**config.mk**
```make
export PLATFORM = sky130hd
export DESIGN_NAME = sw_led_ctrl
export DESIGN_NICKNAME = d
export VERILOG_FILES = /design/src/rtl/sw_led_ctrl.sv
export SDC_FILE = /design/constraint.sdc
export NUM_CORES = 1
export LEC_CHECK = 0
export ABC_AREA = 1
export BUFFER_PORTS_ARGS = -buffer_cell sky130_fd_sc_hd__buf_2
export CORE_UTILIZATION = 40
export CTS_BUF_LIST = sky130_fd_sc_hd__clkbuf_16
export CTS_CLUSTER_DIAMETER = 200
export DETAILED_ROUTE_END_ITERATION = 7
export PLACE_DENSITY = 0.6
export REMOVE_ABC_BUFFERS = 1
export SYNTH_ARGS = -nofsm -noshare
export SYNTH_HDL_FRONTEND = slang
export SYNTH_SLANG_ARGS = --single-unit
```
**constraint.sdc**
```tcl
create_clock -name clk -period 1.2 [get_ports clk]
set_input_delay 0.24 -clock clk [delete_from_list [all_inputs] [get_ports clk]]
set_output_delay 0.24 -clock clk [all_outputs]
set_load 0.05 [all_outputs]
```
**src/rtl/sw_led_ctrl.sv**
```systemverilog
// Switch-to-LED controller: per-channel 2-flop sync, counter debounce, edge pulses,
// and an LED output register with direct / inverted / toggle-latch / blink modes.
module sw_led_ctrl #(
  parameter int unsigned N               = 8,
  parameter int unsigned DEBOUNCE_CYCLES = 4,
  parameter int unsigned BLINK_HALF      = 8
) (
  input  logic         clk,
  input  logic         rst,
  input  logic [N-1:0] sw,
  input  logic [1:0]   mode,
  input  logic         clr,
  output logic [N-1:0] ld,
  output logic [N-1:0] chg
);

  localparam int unsigned CW = $clog2(DEBOUNCE_CYCLES) + 1;
  localparam int unsigned BW = $clog2(BLINK_HALF) + 1;
  localparam logic [CW-1:0] CNT_LAST  = CW'(DEBOUNCE_CYCLES - 1);
  localparam logic [BW-1:0] BCNT_LAST = BW'(BLINK_HALF - 1);

  typedef enum logic [1:0] {
    MODE_DIRECT = 2'b00,
    MODE_INVERT = 2'b01,
    MODE_TOGGLE = 2'b10,
    MODE_BLINK  = 2'b11
  } mode_e;

  logic [N-1:0]  s1, s2, db, db_d, tog;
  logic [CW-1:0] cnt [N];
  logic [BW-1:0] bcnt;
  logic          phase;

  logic [N-1:0]  rise_c, fall_c, tog_next_c, ld_next_c;

  // Synchroniser and per-channel debounce: a new level must persist DEBOUNCE_CYCLES samples
  always_ff @(posedge clk) begin
    if (rst) begin
      s1   <= '0;
      s2   <= '0;
      db   <= '0;
      db_d <= '0;
      for (int i = 0; i < int'(N); i++) cnt[i] <= '0;
    end else begin
      s1   <= sw;
      s2   <= s1;
      db_d <= db;
      for (int i = 0; i < int'(N); i++) begin
        if (s2[i] == db[i]) begin
          cnt[i] <= '0;
        end else if (cnt[i] == CNT_LAST) begin
          db[i]  <= s2[i];
          cnt[i] <= '0;
        end else begin
          cnt[i] <= cnt[i] + CW'(1);
        end
      end
    end
  end

  // Free-running blink timebase, independent of mode and clr
  always_ff @(posedge clk) begin
    if (rst) begin
      bcnt  <= '0;
      phase <= 1'b0;
    end else if (bcnt == BCNT_LAST) begin
      bcnt  <= '0;
      phase <= ~phase;
    end else begin
      bcnt <= bcnt + BW'(1);
    end
  end

  // Edge detect, toggle-latch next value and output mode mux
  always_comb begin
    rise_c     = db & ~db_d;
    fall_c     = ~db & db_d;
    tog_next_c = clr ? '0 : (tog ^ rise_c);
    ld_next_c  = db;
    case (mode_e'(mode))
      MODE_DIRECT: ld_next_c = db;
      MODE_INVERT: ld_next_c = ~db;
      MODE_TOGGLE: ld_next_c = tog_next_c;
      MODE_BLINK:  ld_next_c = db & {N{phase}};
      default:     ld_next_c = db;
    endcase
  end

  always_ff @(posedge clk) begin
    if (rst) begin
      tog <= '0;
      ld  <= '0;
      chg <= '0;
    end else begin
      tog <= tog_next_c;
      ld  <= ld_next_c;
      chg <= rise_c | fall_c;
    end
  end

endmodule
```
==> flow_summary.json <==
{
  "status": "finished, violations left",
  "violations": "setup timing",
  "dominantRegCellSynth": "dfxtp_1",
  "p_total_mw": 6.64,
  "ctsHoldBuffers": 0,
  "synth_warnings": 0,
  "synth_seq_area_share": 0.568,
  "grt_first_pass_wirelength_mm": 9.65,
  "finalHoldViolCount": 0,
  "critPathArrivalTime_ns": 1.41,
  "whs_ns": 0.103,
  "crit_path_end_kind": "flop",
  "rrSetupSlack_ns": -0.01,
  "die_h_um": 94.5,
  "rsz0062_at_grt": "yes",
  "power_density_nw_per_um2": 1480,
  "maxCapViolCount": 0,
  "portBuffers": 28,
  "synth_edf_count": 24,
  "cts_root_buf": "clkbuf_16",
  "cp.buffers_inverters": 0,
  "dieArea_um2": 8920,
  "h-tree-depth": 3,
  "final-instance-count-excl-fill": 569,
  "slowest_stage": "edfxtp_1",
  "crit_chain": "ha_4, ha_4, a21oi_2, nand2_2, nor2_1",
  "synth_area_um2": 3420,
  "post_synth_num_cell_types": 24,
  "critical-path-top-delay-family": "flip-flops",
  "setup_viol": 4,
  "vdd.ir_drop.worst_uv": 950,
  "wire_per_inst_um": 10.3,
  "clock_path_buffers": 2,
  "synthArstFlopShare": 0,
  "synth_area_leaders": "dfxtp_1, edfxtp_1, ha_1, inv_1, nor2_1",
  "dp_hpwl_mm": 3.88,
  "post-route-min-period_ns": 1.21,
  "clk_pin_slew_ns": 0.06,
  "cp_common_cell": "ha_4",
  "leakage_nw": 2.03,
  "worst_slack_ns": -0.0124,
  "cpPeakStageDelay_ns": 0.44,
  "start_util": 0.414,
  "placed_cell_area_um2": 3920,
  "worstSkewPairLatency_ns": 0.33,
  "synth_common_cells": "inv_1, nor2_1, dfxtp_1, nand2_1, ha_1",
  "crit_fanout": 3,
  "grt_overflow": 0,
  "vias": 2449,
  "num_io_pins": 29,
  "synthCells": 377,
  "gp_congestion": 0.705,
  "antenna_found_initial": 0,
  "die_w_um": 94.5,
  "syn_avg_cell_area_um2": 9.07,
  "ys_seq_elements": 85,
  "grt_usage": 0.143,
  "core_area_um2": 8260,
  "finalCritPeriodShare": 1.01,
  "final_core_util": 0.541,
  "drc": 0,
  "wl_mm": 5.88,
  "drv_slew": 0,
  "drtIter0Drc": 47,
  "drive_above_1_share": 0.239,
  "critPathKind": "reg2reg",
  "synth_top_cell_area_share": 0.357,
  "post-route-cell-area_um2": 4470,
  "crit_path_start": "cnt[1][9]",
  "rows": 33,
  "yosysMostFrequentCell": "inv_1",
  "min_path_type": "in2reg",
  "reg2reg_from": "cnt[1][9]",
  "cts_made_buffers": 9,
  "cts_tree": "built",
  "layout.nets": 497,
  "grt_pass1_vias": 2286,
  "grt_max_degree": 29,
  "crit_path_start_kind": "flop",
  "min-delay-start": "sw[1]",
  "drtPass1Iterations": 4,
  "insertedDiodeCount": 0,
  "clock_sinks": 85,
  "dpl.cell_count": 546,
  "fin_skew_ns": 0.00699,
  "via_per_inst": 4.30,
  "drtAntennaViolNets": 0,
  "fillers": 761,
  "yosys.area.top_type": "dfxtp_1",
  "fmax_mhz": 825,
  "area_delta_synth_final_pct": 30.7,
  "worstPathRequired_ns": 1.39
}
-- cell families (layout without fill, tap and decap cells) --
family	Yosys count	count (layout)	synth area share
DFF	85	85	0.568
other	1	24	0.00110
xor gates and xnor gates	1	1	0.00256
buffers and inverters	82	146	0.0988
AOI/OAI and AO/OA	32	32	0.0501
adders and majority gates	25	25	0.0915
and+or+nand+nor	151	151	0.188
-- tightest hold or removal path: cells and delay by family --
kind	cells	cell delay (ns)
buf+inv	2	0.10
simple gates	1	0.06
-- cell type report --
class | instances | area, um2 | area share
Sequential cell | 85 | 1940 | 0.434
Multi-Input combinational cell | 233 | 1390 | 0.311
Timing Repair Buffer | 55 | 397 | 0.0887
Inverter | 75 | 282 | 0.0630
Clock buffer | 11 | 275 | 0.0616
Tap cell | 105 | 131 | 0.0294
Clock inverter | 5 | 55.1 | 0.0123
-- path summary, 6_finish.rpt --
check / end / cells past startpoint
setup / recovery: cnt[1][9] / 5
hold / removal: s1[1] / 3
setup reg to reg: cnt[1][9] / 5
hold reg to reg: s2[4] / 2
-- metal layers --
layer  part of all wire  up-vias  GRT usage
li1                   -     1318          -
met1               0.46     1086      0.168
met2               0.49       32      0.239
met3              0.032       13     0.0419
met4              0.020        0     0.0707
met5                  0        -          0
-- state kept, by name (all words and copies together) (netlist names) --
name / cells
bcnt: 4
chg: 8
cnt: 24
db: 8
db_d: 8
ld: 8
phase: 1
s1: 8
s2: 8
tog: 8
-- power by group --
| part | total [mW] | leakage (nW) | internal (mW) | switching (mW) |
|---|---|---|---|---|
| logic | 0.532 | 1.12 | 0.213 | 0.319 |
| registers | 3.13 | 0.746 | 3.07 | 0.0602 |
| clock network | 2.98 | 0.164 | 1.86 | 1.11 |
-- repair_timing --
action / 4_1_cts / 5_1_grt
setup endpoints to repair: 28 / 27
pin swaps: 25 / 20
setup buffers: 4 / 3
resized for setup: 30 / 14
-- stage by stage --
step / worst slack [ns] / setup TNS, ns
global placement: -0.0496 / -0.546
finish: -0.0124 / -0.0203
CTS: -0.0366 / -0.0478
floorplan: 0.00605 / 0
global route: -0.0902 / -1.33
detailed placement: -0.0879 / -1.46
-- layout by cell type (no fill, tap or decap), types with 2 or more instances in the layout --
cell type / Yosys / layout
ha_2: 0 / 9
o21ai_1: 0 / 2
inv_1: 75 / 73
nand3_1: 4 / 3
ha_1: 25 / 9
nor2_2: 1 / 5
nand4_1: 11 / 11
clkbuf_16: 0 / 11
nand2_2: 2 / 6
nor2_1: 70 / 66
ha_4: 0 / 7
buf_4: 1 / 22
buf_12: 0 / 4
nand2_1: 51 / 47
a21oi_1: 21 / 16
a21oi_2: 0 / 5
o21ai_0: 8 / 6
dfxtp_1: 61 / 61
edfxtp_1: 24 / 24
inv_2: 0 / 3
conb_1: 1 / 24
or2_2: 3 / 3
buf_2: 3 / 28
and3_1: 7 / 7
Note: power is estimated with default switching activity, not from simulation.
